==> src/rtl/pc_sequencer_pkg.sv <==
// Shared definitions for the PC sequencer: state encodings, memory size and reset PC.
// Imported by pc_sequencer and pc_addr_check.
package pc_sequencer_pkg;

  localparam int          IMEM_SIZE        = 256;  // instruction memory depth in words
  localparam logic [31:0] IMEM_LIMIT       = 32'(IMEM_SIZE * 4);
  localparam logic [31:0] PC_RESET_DEFAULT = 32'h0000_0000;
  localparam int          CNT_W            = 16;

  typedef enum logic [1:0] {
    PCS_BOOT  = 2'd0,
    PCS_RUN   = 2'd1,
    PCS_FLUSH = 2'd2,
    PCS_HALT  = 2'd3
  } pcs_state_e;

  // Sequential successor; reaching the top of instruction memory wraps to 0.
  function automatic logic [31:0] pc_inc(input logic [31:0] pc);
    logic [31:0] sum;
    sum = pc + 32'd4;
    return (sum >= IMEM_LIMIT) ? 32'd0 : sum;
  endfunction

endpackage

==> src/rtl/pc_addr_check.sv <==
// Combinational redirect-target check: word aligned and inside instruction memory.
module pc_addr_check
  import pc_sequencer_pkg::*;
(
  input  logic [31:0] addr,
  output logic        ok
);

  assign ok = (addr[1:0] == 2'b00) && (addr < IMEM_LIMIT);

endmodule

==> src/rtl/pc_sequencer.sv <==
// Fetch-stage PC sequencer: boot hold-off, advance, stall, redirect with bubbles, halt, fault.
// Optional exception redirect (exc_req/exc_vec/epc) is built when PC_SEQ_EXC_EN is defined.
module pc_sequencer
  import pc_sequencer_pkg::*;
#(
  parameter logic [31:0] RESET_PC     = PC_RESET_DEFAULT,
  parameter int          BOOT_CYCLES  = 2,
  parameter int          FLUSH_CYCLES = 1
) (
  input  logic        CLK,
  input  logic        RST,
  input  logic        stall,
  input  logic        br_taken,
  input  logic [31:0] br_target,
  input  logic        jmp,
  input  logic [31:0] jmp_target,
  input  logic        halt_req,
`ifdef PC_SEQ_EXC_EN
  input  logic        exc_req,
  input  logic [31:0] exc_vec,
  output logic [31:0] epc,
`endif
  output logic [31:0] newPC,
  output logic        fetch_valid,
  output logic        flush,
  output logic        halted,
  output logic        fault
);

  pcs_state_e         state, state_n;
  logic [CNT_W-1:0]   cnt, cnt_n, cnt_inc;
  logic [31:0]        pc_n;
  logic               flush_n, fault_n;
  logic               redir;
  logic [31:0]        redir_target;
  logic               target_ok;
`ifdef PC_SEQ_EXC_EN
  logic [31:0]        epc_n;
  logic               exc_sel;
`endif

  // Redirect source priority: exception, then branch (older), then jump.
  always_comb begin
    redir        = 1'b0;
    redir_target = br_target;
`ifdef PC_SEQ_EXC_EN
    exc_sel      = 1'b0;
    if (exc_req) begin
      redir        = 1'b1;
      redir_target = exc_vec;
      exc_sel      = 1'b1;
    end else
`endif
    if (br_taken) begin
      redir        = 1'b1;
      redir_target = br_target;
    end else if (jmp) begin
      redir        = 1'b1;
      redir_target = jmp_target;
    end
  end

  pc_addr_check u_addr_check (
    .addr (redir_target),
    .ok   (target_ok)
  );

  assign cnt_inc = cnt + CNT_W'(1);

  // NOTE: every output of this block gets a default first so no path leaves it unassigned (no latches).
  always_comb begin
    state_n = state;
    cnt_n   = cnt;
    pc_n    = newPC;
    flush_n = 1'b0;
    fault_n = fault;
`ifdef PC_SEQ_EXC_EN
    epc_n   = epc;
`endif
    unique case (state)
      PCS_BOOT: begin
        if (32'(cnt_inc) >= 32'(BOOT_CYCLES)) begin
          state_n = PCS_RUN;
          cnt_n   = '0;
        end else begin
          cnt_n = cnt_inc;
        end
      end
      PCS_RUN, PCS_FLUSH: begin
        if (redir) begin
          if (target_ok) begin
            pc_n    = redir_target;
            flush_n = 1'b1;
            cnt_n   = '0;
            state_n = (FLUSH_CYCLES > 0) ? PCS_FLUSH : PCS_RUN;
`ifdef PC_SEQ_EXC_EN
            if (exc_sel) epc_n = newPC;
`endif
          end else begin
            fault_n = 1'b1;
            state_n = PCS_HALT;
          end
        end else if (state == PCS_RUN) begin
          if (halt_req)   state_n = PCS_HALT;
          else if (!stall) pc_n   = pc_inc(newPC);
        end else if (32'(cnt_inc) >= 32'(FLUSH_CYCLES)) begin
          state_n = PCS_RUN;
          cnt_n   = '0;
        end else begin
          cnt_n = cnt_inc;
        end
      end
      PCS_HALT: ;
      default: state_n = PCS_BOOT;
    endcase
  end

  // NOTE: state registers use non-blocking assignments so every flop samples pre-edge values.
  always_ff @(posedge CLK) begin
    if (RST) begin
      state <= PCS_BOOT;
      cnt   <= '0;
      newPC <= RESET_PC;
      flush <= 1'b0;
      fault <= 1'b0;
`ifdef PC_SEQ_EXC_EN
      epc   <= 32'd0;
`endif
    end else begin
      state <= state_n;
      cnt   <= cnt_n;
      newPC <= pc_n;
      flush <= flush_n;
      fault <= fault_n;
`ifdef PC_SEQ_EXC_EN
      epc   <= epc_n;
`endif
    end
  end

  assign fetch_valid = (state == PCS_RUN);
  assign halted      = (state == PCS_HALT);

endmodule

==> config.mk <==
export PLATFORM = sky130hd
export DESIGN_NAME = pc_sequencer
export DESIGN_NICKNAME = d
export VERILOG_FILES = /design/src/rtl/pc_sequencer_pkg.sv /design/src/rtl/pc_addr_check.sv /design/src/rtl/pc_sequencer.sv
export SDC_FILE = /design/constraint.sdc
export NUM_CORES = 1
export LEC_CHECK = 0
export BUFFER_PORTS_ARGS = -buffer_cell sky130_fd_sc_hd__buf_2
export CAP_MARGIN = 15
export CORE_MARGIN = 3
export CORE_UTILIZATION = 49
export DETAILED_ROUTE_END_ITERATION = 7
export MAX_ROUTING_LAYER = met4
export PLACE_DENSITY = 0.75
export SYNTH_ARGS = -nofsm -noshare
export SYNTH_HDL_FRONTEND = slang
export SYNTH_SLANG_ARGS = --single-unit
==> constraint.sdc <==
create_clock -name CLK -period 4.2 [get_ports CLK]
set_input_delay 0.63 -clock CLK [delete_from_list [all_inputs] [get_ports CLK]]
set_output_delay 0.63 -clock CLK [all_outputs]
set_load 0.01 [all_outputs]
Word-level counts from Yosys, hierarchy flattened. Cells that the tools add are included.

Word-level logic and storage cells: 60. Register bits: 52. Input port bits: 70. Output and inout bits: 36.

Bitwise logic cells: 3. Mux-type cells: 24. Reductions and logical operators: 11. Add/subtract/negate cells: 2. Order comparisons: 4. Eq/ne operators: 11.

Operator list (count): 32-bit two-way mux (8); 16-bit two-way mux (5); 32-bit by 3-bit adder with 32-bit output, second input constant (1); 32-bit by 11-bit >= comparator with 1-bit output, second input constant (1); 32-bit by 11-bit < comparator with 1-bit output, second input constant (1); 16-bit case mux with 2 select lines (1); 16-bit by 1-bit adder with 16-bit output, second input constant (1); 16-bit by 1-bit >= comparator with 1-bit output, second input constant (1); 16-bit by 2-bit >= comparator with 1-bit output, second input constant (1); 2-bit two-way mux (5); 4-bit != test, second input constant (2); 2-bit by 1-bit != test with 1-bit output, second input constant (3); 3-bit != test, second input constant (2); 3-bit AND reduction (2); 5-bit AND reduction (1); 2-bit equality test, second input constant (2); 2-bit logical NOT (2); 1-bit two-way mux (4); 2-bit case mux with 2 select lines (1); 4-bit AND reduction (1); 2-bit nonzero test (2); 1-bit inverter (3); 3-bit OR reduction (1); 2-bit by 1-bit equality test with 1-bit output, second input constant (1); other kinds (3) (3).

Depth between registers and ports, before layout.
Depth in word-level cells: 7. Gate-level depth with buffers: 11. Mapped depth without buffers: 9.

Modules after synthesis. A second synthesis with hierarchy kept.

Cell total of the unflattened synthesis: 424. Area, all modules: 3405.8 um2.

By module, submodules not included: pc_sequencer (area each 3348.2 um2, instances 1, cells each 415); pc_addr_check (area each 57.6 um2, instances 1, cells each 9).

Worst setup path before layout. Ideal clock, no wire load.

Path type: in2reg. From: in br_taken. To: reg newPC[3]. Slack: 1.684 ns. Arrival time: 2.379 ns. Path buffers: 3. Library setup time: 0.137 ns. Data required time: 4.063 ns. Stages on the path: 10. Cell sequence: clkbuf_1 -> nor2b_1 -> clkbuf_1 -> nand4b_1 -> o22ai_1 -> a21oi_1 -> nand2b_1 -> clkbuf_1 -> a221oi_1 -> a221oi_1.

Word-level cells in the longest chain between the ends: 5.

Ends and longest elaborated chain: start: declaration (RTL line pc_sequencer.sv:13) `input logic br_taken,`; 32-bit two-way mux (RTL line pc_sequencer.sv:54) `if (br_taken) begin`; 32-bit by 11-bit < comparator with 1-bit output / 2-bit logical NOT (equally long branches) (RTL line pc_addr_check.sv:9) `assign ok = (addr[1:0] == 2'b00) && (addr < IMEM_LIMIT);`; 1-bit logical AND (RTL line pc_addr_check.sv:9); 2-bit by 1-bit != test with 1-bit output (no line); 5-bit AND reduction (no line); end signal: assignment (RTL line pc_sequencer.sv:132) `newPC <= pc_n;`; end: declaration (RTL line pc_sequencer.sv:23) `output logic [31:0] newPC,`.

Several ways; a longest one is shown, not always the timed one. The select of a mux whose other input is x is not followed. A chain may end at the register's enable or synchronous reset.

Worst setup path in the final report.
From: reg newPC[3]. To: reg newPC[3].

Word-level cells in the longest chain between the ends: 7.

Ends and longest elaborated chain: 32-bit by 3-bit adder with 32-bit output (*) (RTL line pc_sequencer_pkg.sv:20) `sum = pc + 32'd4;`; 32-bit by 11-bit >= comparator with 1-bit output (RTL line pc_sequencer_pkg.sv:21) `return (sum >= IMEM_LIMIT) ? 32'd0 : sum;`; 32-bit two-way mux (*) (RTL line pc_sequencer_pkg.sv:21); 32-bit two-way mux (*) (RTL line pc_sequencer.sv:105) `else if (!stall) pc_n = pc_inc(newPC);`; 32-bit two-way mux (*) (RTL line pc_sequencer.sv:104) `if (halt_req) state_n = PCS_HALT;`; 32-bit two-way mux (*) (RTL line pc_sequencer.sv:103) `end else if (state == PCS_RUN) begin`; 32-bit two-way mux (*) (RTL line pc_sequencer.sv:90) `if (redir) begin`.

Every way passes the cells marked *; elsewhere a longest branch is shown, timed or not. The select of a mux whose other input is x is not followed.

==> results.json <==
{
  "status": "finished, final reports clean",
  "cts_resized": 0,
  "cpMaxStageDelayCell": "dfxtp_1",
  "post_cts.repair.setup_buffers": 0,
  "cp-end-kind": "flop",
  "avgRoutedWirePerCell_um": 14.8,
  "clkLatencyLatePin_ps": 310,
  "ys_warn_count": 0,
  "skew_ps": 2.55,
  "cellInternalPower_mw": 0.758,
  "maxCapViolations": 0,
  "start_util_pct": 52.0,
  "max_stage_delay_ps": 470,
  "power.density_nw_per_um2": 297,
  "rsz0062_at_grt": "no",
  "port_buffers": 105,
  "dieArea_um2": 6990,
  "crit_arrival_ps": 3090,
  "ir_worst_vdd_uv": 376,
  "cp-start-kind": "flop",
  "synth_top_area_cell": "dfxtp_1",
  "finalHoldViolations": 0,
  "fillers": 517,
  "areaGrowthSynthToFinish_pct": 22.0,
  "cts.hold.buffers_added": 0,
  "htreeDepth": 2,
  "die_h_um": 83.6,
  "synth-main-ff-cell": "dfxtp_1",
  "synth_edf_count": 0,
  "drive_gt1_share_pct": 27.8,
  "worstSetupPathType": "reg -> reg",
  "synth.distinct_cells": 53,
  "r2r_start": "newPC[3]",
  "syn_inst": 356,
  "cts_root_buf": "clkbuf_8",
  "synth_area_um2": 2950,
  "p_seq_share_pct": 49.6,
  "synth_common_cells": "dfxtp_1, and2_1, nor2_1",
  "crit_buf_inv": 0,
  "fp-row-count": 27,
  "fin_crit_sh_pct": 68.6,
  "required_ps": 4410,
  "firstDrtPassIters": 7,
  "p_switching_mw": 0.312,
  "clock-sinks": 52,
  "synthTopCellsByArea": "dfxtp_1, and2_1, nor4_1, nor2_1, nand3_1",
  "cts_buffers": 5,
  "finalSetupTns_ps": 0,
  "cp_max_fo": 13,
  "clock_path_buffers": 2,
  "final_max_slew_viol_count": 0,
  "grt_pass1_vias": 2689,
  "yosys.area.top_type_share_pct": 35.3,
  "power.leakage_nw": 1.50,
  "ant_nets": 0,
  "yosysSeqAreaShare_pct": 35.3,
  "combPwrFrac_pct": 23.5,
  "drcViolationCount": 0,
  "stdcell_count": 526,
  "fin_nets": 532,
  "dp.cells": 518,
  "coreArea_um2": 5680,
  "io_pins": 106,
  "grt_pass1_wl_mm": 12.8,
  "ys_ff_latch": 52,
  "die_width_um": 83.6,
  "min_from": "newPC[1]",
  "clockPowerShare_pct": 26.9,
  "hp-class": "reg -> reg",
  "yosysMostFrequentCell": "dfxtp_1",
  "cts_tree": "yes",
  "finalSetupViolCount": 0,
  "antennaDiodeCount": 0,
  "place_congestion": 0.906,
  "tightest_slew_ps": 713,
  "wl_mm": 7.78,
  "syn_nets": 434,
  "drtIter0Drc": 222,
  "dpl.hpwl_mm": 5.99,
  "async_flop_share_pct": 0,
  "vias": 2997,
  "cp_cell_sequence": "ha_1 -> nand4_1 -> or3_1 -> nor4_1 -> a211oi_1 -> nor4_2 -> and3_4 -> nand2_1 -> a221oi_1",
  "drt-vias-per-instance": 5.70,
  "fmax_mhz": 347,
  "max_slew_margin_pct": 52.4,
  "antenna_found_initial": 0,
  "p_sw_share_pct": 29.2,
  "min_period_ps": 2880,
  "clkTransAtPathRegs_ps": 90,
  "synth_area_per_cell_um2": 8.28,
  "whs_ps": 467,
  "grt_max_degree": 25,
  "critical_path.top_delay_family": "simple AND/OR/NAND/NOR gates",
  "grtUsageTotal_pct": 22.3,
  "cp-startpoint": "newPC[3]",
  "overflow": 0
}
==> layout make-up <==
type / instances / area [um^2] / area share (%)
sequential: 52 / 1040 / 28.9
inverter: 9 / 33.8 / 0.939
clock inverter: 1 / 8.76 / 0.243
tap: 72 / 90.1 / 2.50
clock buffer: 6 / 82.6 / 2.29
timing repair buffer: 107 / 541 / 15.0
multi-input combinational: 279 / 1800 / 50.1
==> registers in the layout, indices dropped and copies added, names as in the netlist <==
name   flops
cnt       16
fault      1
flush      1
state      2
newPC     32
==> stage by stage <==
step           worst slack [ps]  area, um^2  total power [mW]  util (%)
2_1_floorplan              1680        2950             0.716         -
3_3_place_gp               1020        3500             0.787      61.7
3_5_place_dp                820        3500             0.792      61.7
4_1_cts                    1150        3590              1.08      63.3
5_1_grt                    1060        3600              1.14      63.4
6_report                   1320        3600              1.07      63.4
==> cells by family (layout without fill, tap and decap cells) <==
logic type / Yosys count / count (layout) / share of synthesized area, %
xor gates and xnor gates: 8 / 8 / 2.38
buffers and inverters: 25 / 123 / 3.61
DFF: 52 / 52 / 35.3
muxes: 5 / 5 / 1.70
AOI/OAI and AO/OA: 63 / 63 / 15.0
adders and majority gates: 8 / 8 / 3.39
and+or+nand+nor: 195 / 195 / 38.6
==> worst paths after layout <==
kind,end,slack [ps],cells past startpoint
min,newPC[1],470,1
max,newPC[3],1320,9
min reg2reg,newPC[1],470,1
max reg2reg,newPC[3],1320,9
==> power groups by stage <==
stage	logic [mW]	registers, mW	clock network, mW
after floorplan	0.175	0.541	0
after global placement	0.246	0.541	0
after detailed placement	0.249	0.543	0
after CTS	0.251	0.531	0.298
after global routing	0.283	0.534	0.319
final	0.251	0.531	0.288
==> layer usage <==
| layer | GRT usage (%) | routed length (um) | part of all wire (%) |
|---|---|---|---|
| met5 | - | 0 | 0 |
| met4 | 5.85 | 88 | 1.1 |
| met3 | 3.46 | 346 | 4.4 |
| met2 | 36.7 | 3860 | 50 |
| met1 | 28.7 | 3490 | 45 |
==> cells in the final DEF, fill, tap and decap left out, types with 4 or more instances in the layout <==
cell type,Yosys,routed
a221oi_1,4,4
a21oi_1,14,14
nand2_1,20,20
nand2b_1,4,4
nor3_1,9,9
ha_1,8,8
and2_1,43,43
mux2i_1,5,5
and4_1,6,6
dfxtp_1,52,52
nand4_1,10,10
a211oi_1,4,4
a22oi_1,8,8
o21ai_0,4,4
xnor2_1,8,8
nor2b_1,4,4
nor2_1,31,31
inv_1,9,9
nand3_1,23,23
a31oi_1,8,8
or3_1,4,4
buf_2,4,105
clkbuf_8,0,6
nor4_1,19,19
o211ai_1,4,4
No activity file was read; power rests on OpenSTA's default activity.
